===== config.mk =====
export PLATFORM = sky130hd
export DESIGN_NAME = bypass_fifo_reader_flat
export DESIGN_NICKNAME = d
export VERILOG_FILES = /design/src/rtl/bypass_fifo_pkg.sv /design/src/rtl/bypass_fifo_reader_if.sv /design/src/rtl/bypass_fifo_reader.sv /design/src/flat_wrapper.sv
export SDC_FILE = /design/constraint.sdc
export NUM_CORES = 1
export LEC_CHECK = 0
export CAP_MARGIN = 20
export CORE_AREA = 2 2 48 84
export CTS_CLUSTER_SIZE = 16
export DETAILED_ROUTE_END_ITERATION = 8
export DIE_AREA = 0 0 50 86
export DONT_BUFFER_PORTS = 1
export GPL_ROUTABILITY_DRIVEN = 0
export PLACE_DENSITY = 0.71
export SLEW_MARGIN = 20
export SYNTH_ARGS = -nofsm -noshare
export SYNTH_HDL_FRONTEND = slang
export SYNTH_SLANG_ARGS = --single-unit

===== constraint.sdc =====
create_clock -name clk -period 1.9 [get_ports clk]
set_clock_uncertainty 0.15 [all_clocks]
set_input_delay 0.095 -clock clk [delete_from_list [all_inputs] [get_ports clk]]
set_output_delay 0.095 -clock clk [all_outputs]
set_load 0.1 [all_outputs]

===== src/rtl/bypass_fifo_pkg.sv =====
// Shared constants and FSM state type for the bypass FIFO reader.
package bypass_fifo_pkg;

  localparam int DEFAULT_DEPTH = 4;
  localparam int DEFAULT_WIDTH = 8;

  typedef enum logic {
    IDLE  = 1'b0,
    DRAIN = 1'b1
  } state_t;

  // Lane index width; kept at least one bit so a single-lane build still has a legal vector.
  function automatic int idx_bits(input int depth);
    return (depth > 1) ? $clog2(depth) : 1;
  endfunction

endpackage


===== src/rtl/bypass_fifo_reader_if.sv =====
// Load-side and streaming-side signals of the bypass FIFO reader, grouped with master/slave views.
interface bypass_fifo_reader_if
  import bypass_fifo_pkg::*;
#(
  parameter int DEPTH = DEFAULT_DEPTH,
  parameter int WIDTH = DEFAULT_WIDTH
);

  localparam int LEN_W = $clog2(DEPTH + 1);

  logic                   load;
  logic [LEN_W-1:0]       len;
  logic [WIDTH*DEPTH-1:0] data_in;
  logic                   out_valid;
  logic                   out_ready;
  logic [WIDTH-1:0]       out_data;
  logic                   busy;
  logic [LEN_W-1:0]       remaining;
  logic                   done;

  modport master (
    output load, len, data_in, out_ready,
    input  out_valid, out_data, busy, remaining, done
  );

  modport slave (
    input  load, len, data_in, out_ready,
    output out_valid, out_data, busy, remaining, done
  );

endinterface


===== src/rtl/bypass_fifo_reader.sv =====
// Captures a DEPTH-lane word and streams len lanes out one per cycle (first element the cycle after load), holding under out_ready=0.
// BYPASS_FIFO_READER_MSB_FIRST_EN selects descending lane order; ascending otherwise.
module bypass_fifo_reader
  import bypass_fifo_pkg::*;
#(
  parameter int DEPTH = DEFAULT_DEPTH,
  parameter int WIDTH = DEFAULT_WIDTH
) (
  input logic                 clk,
  input logic                 rst,
  bypass_fifo_reader_if.slave bus
);

  localparam int LEN_W = $clog2(DEPTH + 1);
  localparam int IDX_W = idx_bits(DEPTH);

  state_t                 state_q, state_d;
  logic [WIDTH*DEPTH-1:0] shadow_q, shadow_d;
  logic [IDX_W-1:0]       idx_q, idx_d;
  logic [LEN_W-1:0]       remaining_q, remaining_d;
  logic                   done_q, done_d;

  logic                   valid;
  logic                   xfer;
  logic                   len_ok;
  logic [IDX_W-1:0]       first_idx;
  logic [IDX_W-1:0]       next_idx;

  assign valid  = (state_q == DRAIN);
  assign xfer   = valid && bus.out_ready;
  assign len_ok = (bus.len != '0) && (bus.len <= LEN_W'(DEPTH));

`ifdef BYPASS_FIFO_READER_MSB_FIRST_EN
  assign first_idx = IDX_W'(bus.len - LEN_W'(1));
  assign next_idx  = idx_q - IDX_W'(1);
`else
  assign first_idx = '0;
  assign next_idx  = idx_q + IDX_W'(1);
`endif

  always_ff @(posedge clk or posedge rst) begin
    if (rst) begin
      state_q     <= IDLE;
      shadow_q    <= '0;
      idx_q       <= '0;
      remaining_q <= '0;
      done_q      <= 1'b0;
    end else begin
      state_q     <= state_d;
      shadow_q    <= shadow_d;
      idx_q       <= idx_d;
      remaining_q <= remaining_d;
      done_q      <= done_d;
    end
  end

  // The done cycle is already IDLE, so a load presented alongside done is taken without a bubble.
  always_comb begin
    state_d     = state_q;
    shadow_d    = shadow_q;
    idx_d       = idx_q;
    remaining_d = remaining_q;
    done_d      = 1'b0;
    case (state_q)
      IDLE: begin
        if (bus.load && len_ok) begin
          shadow_d    = bus.data_in;
          remaining_d = bus.len;
          idx_d       = first_idx;
          state_d     = DRAIN;
        end
      end
      DRAIN: begin
        if (xfer) begin
          remaining_d = remaining_q - LEN_W'(1);
          idx_d       = next_idx;
          if (remaining_q == LEN_W'(1)) begin
            state_d = IDLE;
            done_d  = 1'b1;
          end
        end
      end
      default: state_d = IDLE;
    endcase
  end

  assign bus.out_valid = valid;
  assign bus.out_data  = shadow_q[int'(idx_q) * WIDTH +: WIDTH];
  assign bus.busy      = valid;
  assign bus.remaining = remaining_q;
  assign bus.done      = done_q;

endmodule

===== src/flat_wrapper.sv =====
// flat-port wrapper written by rule: the top's interface ports become plain ports
module bypass_fifo_reader_flat import bypass_fifo_pkg::*;
#(
  parameter int DEPTH = DEFAULT_DEPTH,
  parameter int WIDTH = DEFAULT_WIDTH
)
  (clk, rst, bus_load, bus_len, bus_data_in, bus_out_ready, bus_out_valid, bus_out_data, bus_busy, bus_remaining, bus_done);
  bypass_fifo_reader_if #(.DEPTH(DEPTH), .WIDTH(WIDTH)) bus_i ();
  input logic clk;
  input logic rst;
  input wire logic [$bits(bus_i.load)-1:0] bus_load;
  input wire logic [$bits(bus_i.len)-1:0] bus_len;
  input wire logic [$bits(bus_i.data_in)-1:0] bus_data_in;
  input wire logic [$bits(bus_i.out_ready)-1:0] bus_out_ready;
  output wire logic [$bits(bus_i.out_valid)-1:0] bus_out_valid;
  output wire logic [$bits(bus_i.out_data)-1:0] bus_out_data;
  output wire logic [$bits(bus_i.busy)-1:0] bus_busy;
  output wire logic [$bits(bus_i.remaining)-1:0] bus_remaining;
  output wire logic [$bits(bus_i.done)-1:0] bus_done;
  assign bus_i.load = bus_load;
  assign bus_i.len = bus_len;
  assign bus_i.data_in = bus_data_in;
  assign bus_i.out_ready = bus_out_ready;
  assign bus_out_valid = bus_i.out_valid;
  assign bus_out_data = bus_i.out_data;
  assign bus_busy = bus_i.busy;
  assign bus_remaining = bus_i.remaining;
  assign bus_done = bus_i.done;
  bypass_fifo_reader #(.DEPTH(DEPTH), .WIDTH(WIDTH)) u_core (.clk(clk), .rst(rst), .bus(bus_i));
endmodule

=== Word level (Yosys, flattened, before mapping) ===
Index checks and enable logic that the tools add are counted.

* Input port bits: 39
* Logic and storage cells: 32
* Output and inout port bits: 14
* Register bits: 39

* Eq/ne operators: 3
* Shift operators: 1
* Magnitude comparators: 1
* $add $sub $neg: 2
* Multiplexer cells: 13
* Bitwise operators: 1
* Reduce and logical (&&, ||, !) cells: 6

{| class="wikitable"
|+ Operator list
! operator !! count
|-
| 32-bit by 6-bit indexed part select with 8-bit output || 1
|-
| 1-bit 2-to-1 mux || 6
|-
| 3-bit 2-to-1 mux || 2
|-
| 3-bit case mux with 2 select lines || 1
|-
| 2-bit 2-to-1 mux || 2
|-
| 2-bit case mux with 2 select lines || 1
|-
| 2-bit AND reduction || 2
|-
| 3-bit by 1-bit == test with 1-bit output, second input constant || 1
|-
| 3-bit less-or-equal comparator, second input constant || 1
|-
| 1-bit logical AND || 3
|-
| 3-bit nonzero test || 1
|-
| 3-bit by 1-bit subtractor with 3-bit output, second input constant || 1
|-
| 2-bit by 1-bit adder with 2-bit output, second input constant || 1
|-
| 2-bit by 1-bit inequality test with 1-bit output, second input constant || 1
|-
| 2-bit inequality test, second input constant || 1
|-
| 1-bit case mux with 2 select lines || 1
|-
| 1-bit inverter || 1
|}

=== Logic depth before layout (Yosys ltp) ===
* Depth after elaboration: 5
* Gate-level depth with buffers: 5

=== Worst setup path before layout ===
No wires, ideal clock.

* Kind: reg2reg
* From: register u_core.state_q, in the netlist u_core.bus.busy
* To: register u_core.shadow_q[11]
* Slack: -412 ps
* Arrival time: 2037 ps
* Path buffers: 2
* Cell stages (with the launch flop): 6
* Required time: 1625 ps
* Cells stage by stage: dfrtp_1 nand2b_4 or3b_1 buf_6 buf_6 mux2_4

* Word-level cells in the longest chain between the ends: 2

{| class="wikitable"
|+ RTL lines
! element !! RTL line !! source
|-
| start: declaration || bypass_fifo_reader.sv:17 || <nowiki>state_t state_q, state_d;</nowiki>
|-
| start signal: assignment || bypass_fifo_reader.sv:49 || <nowiki>state_q <= state_d;</nowiki>
|-
| 1-bit inverter || - ||
|-
| 2-bit AND reduction (no line) || - ||
|-
| end signal: assignment || bypass_fifo_reader.sv:50 || <nowiki>shadow_q <= shadow_d;</nowiki>
|-
| end: declaration || bypass_fifo_reader.sv:18 || <nowiki>logic [WIDTH*DEPTH-1:0] shadow_q, shadow_d;</nowiki>
|}

No other way between the ends.
A chain may end at the register's enable or synchronous reset.

=== Final worst setup path ===
* From: register u_core.idx_q[1]
* To: output port bus_out_data[5]

* Word-level cells in the longest chain between the ends: 1

{| class="wikitable"
|+ RTL lines
! element !! RTL line !! source
|-
| start: declaration || bypass_fifo_reader.sv:19 || <nowiki>logic [IDX_W-1:0] idx_q, idx_d;</nowiki>
|-
| start signal: assignment || bypass_fifo_reader.sv:51 || <nowiki>idx_q <= idx_d;</nowiki>
|-
| 32-bit by 6-bit indexed part select with 8-bit output || bypass_fifo_reader.sv:88 || <nowiki>assign bus.out_data = shadow_q[int'(idx_q) * WIDTH +: WIDTH];</nowiki>
|-
| end: declaration || flat_wrapper.sv:16 || <nowiki>output wire logic [$bits(bus_i.out_data)-1:0] bus_out_data;</nowiki>
|}

No other way between the ends.

==> out/qor.yml <==
synth:
  yosysWarnings: 0
  synth_flop_cell: "dfrtp_1"
  netlist_area_mm2: 0.00192
  yosysSeqAreaShare_pct: 50.8
  yosysTopAreaCell: "dfrtp_1"
  synthTopCellsByArea: "dfrtp_1 51%, mux2_4 20%, mux4_2 9.4%"
  async_flop_share_pct: 100
  synth_top_area_share_pct: 50.8
  synth_edf_count: 0
  synth.avg_cell_area_um2: 15.9
  yosysUniqueCellTypes: 29
  synth_common_cells: "39 x dfrtp_1, 25 x mux2_4, 8 x mux4_2, 7 x mux2_2"
  syn_inst: 121
  synth.most_common_cell: "dfrtp_1"
  yosys_register_bits: 39
  synthesis.nets: 162
min_path:
  hp-start: "bus_len[2]"
  hp-class: "in -> reg"
  hold_depth: 3
  min_to: "u_core.bus.remaining[0]"
setup_path:
  reg2reg_from: "u_core.bus.busy"
  path_cells: "buf_6, mux4_2, buf_12"
  critical_path_class: "reg -> out"
  end_kind: "output pin"
  cp.required_ns: 1.65
  rrSetupSlack_ns: 0.10
  critPathTopFamily: "multiplexers"
  critPathLaunchType: "register"
  slowest_delay_ns: 0.56
  arrival_ns: 1.59
  cp-startpoint: "u_core.idx_q[1]"
  r2r_cells: 4
  timing.critical_path.buf_inv: 2
  r2r-end: "u_core.bus.remaining[2]"
  crit_fanout: 8
  critPathSlowestCell: "mux4_2"
finish:
  antennaDiodeCount: 0
  final_nets: 218
  syn2layout_area_growth_pct: 38.0
  design_area_mm2: 0.00265
  drive_gt1_share_pct: 40.4
route:
  drt_wl_total_mm: 3.96
  viasPerCell: 5.36
  first_pass_iters: 4
  drc: 0
  wire_per_inst_um: 17.7
  num_vias: 1200
  dr.first_iter.drc_count: 19
  postRouteAntennaNets: 0
global_route:
  grt_max_degree: 40
  grt_pass1_wl_mm: 6.60
  grt_antenna_before_repair: 0
  use_met2_pct: 35.4
  grt-ovfl-total: 0
  met3_usage_pct: 5.05
  grt_pass1_vias: 1347
  use_met1_pct: 24.9
  track_usage_pct: 20.7
  top_usage_layer: "met2"
sta:
  rsz0062_at_grt: "no"
  final_hold_viol_count: 0
  setup-violations-final: 0
  post-route-period-util_pct: 96.6
  period_needed_ns: 1.84
  drv_slew: 0
  fmax_ghz: 0.545
  worst-slew-pin-transition_ns: 0.468
  max_slew_margin_pct: 68.8
clock_network:
  clk_pin_slew_worst_paths_ns: 0.07
  clock_path_buffers: 2
  tritoncts: "done"
  cts_buffers: 5
  clk_latency_ns: 0.28
  cts.sinks: 39
  clockRootBuffer: "clkbuf_8"
  htree_levels: 2
  post_cts_buffers: 0
die:
  dieArea_mm2: 0.00430
  ios: 53
  die_y_um: 86
  core_area_mm2: 0.00359
  die_w_um: 50
  fp-row-count: 29
  start_util_pct: 53.5
placement:
  postPlaceCellArea_mm2: 0.00220
  hpwlAfterDp_mm: 2.65
  place.port_buffers: 0
job:
  cap_violations: 0
status:
  outcome: "finished, final reports clean"
[worst min-delay path: cells and delay by family]
kind	cells	cell delay [ns]
xor+xnor	1	0.10
compound gates	2	0.21
[state kept, by name, indices dropped and copies added, names as in the netlist]
name	count
u_core.idx_q	2
u_core.bus.done	1
u_core.bus.busy	1
u_core.shadow_q	32
u_core.bus.remaining	3
[cells in the final DEF, fill, tap and decap left out, drive strengths merged, types with 2 or more instances in the layout]
cell,Yosys,final
mux4,8,8
buf,5,20
dlygate4sd3,0,36
nand2b,3,3
nand3b,2,2
clkbuf,2,7
dfrtp,39,39
inv,4,4
o221ai,2,2
nand2,3,3
and2,2,2
mux2,32,32
ha,2,2
xnor2,4,4
[metal layers]
metal	share of wire (%)	wire length (um)
met5	0	0
met4	1.4	57
met3	4.3	171
met2	56	2200
met1	39	1520
[kinds of logic after synthesis]
| kind of cell | synth area share [%] |
|---|---|
| compound gates | 3.32 |
| fa+ha+maj | 1.30 |
| mux | 33.0 |
| buf+inv | 3.91 |
| flops | 50.8 |
| simple gates | 5.86 |
| xor+xnor | 1.82 |
[repair_timing]
item / in CTS / in global routing
setup endpoints to repair: 11 / 2
endpoints found under the hold margin: 76 / 0
gates resized for setup: 3 / 1
hold buffers: 36 / 0
pin swaps: 0 / 0
[final cells by class]
cell class	count	area [um2]
fill	229	940
timing repair buffer	56	643
clock buffer	7	76.3
inverter	4	15.0
tap	46	57.6
clock inverter	1	5.00
sequential	39	982
multi-input combinational	71	873
[how the worst max path moves through the flow]
| stage | endpoint | slack, ns | cells past startpoint |
|---|---|---|---|
| floorplan | u_core.bus.remaining[2] | -0.13 | 5 |
| global placement | u_core.shadow_q[20] | 0.03 | 4 |
| detailed placement | u_core.bus.remaining[2] | -0.008 | 4 |
| CTS | bus_out_data[5] | 0.03 | 3 |
| global route | bus_out_data[5] | 0.009 | 3 |
| finish | bus_out_data[5] | 0.06 | 3 |
[per-stage QoR]
stage	std cells	hold slack [ns]	util [%]	setup WS (ns)	setup TNS [ns]
global placement	180	-0.0308	61.2	0.0319	0
detailed placement	180	-0.0173	61.2	-0.00798	-0.00798
global route	224	0.0120	73.8	0.00858	0
floorplan	121	0.0935	-	-0.133	-3.37
finish	224	0.0149	73.8	0.0650	0
CTS	224	0.00125	73.7	0.0348	0
Power is not shown: default switching activity piles up to over one toggle a cycle in this logic, so the estimate is an artifact.
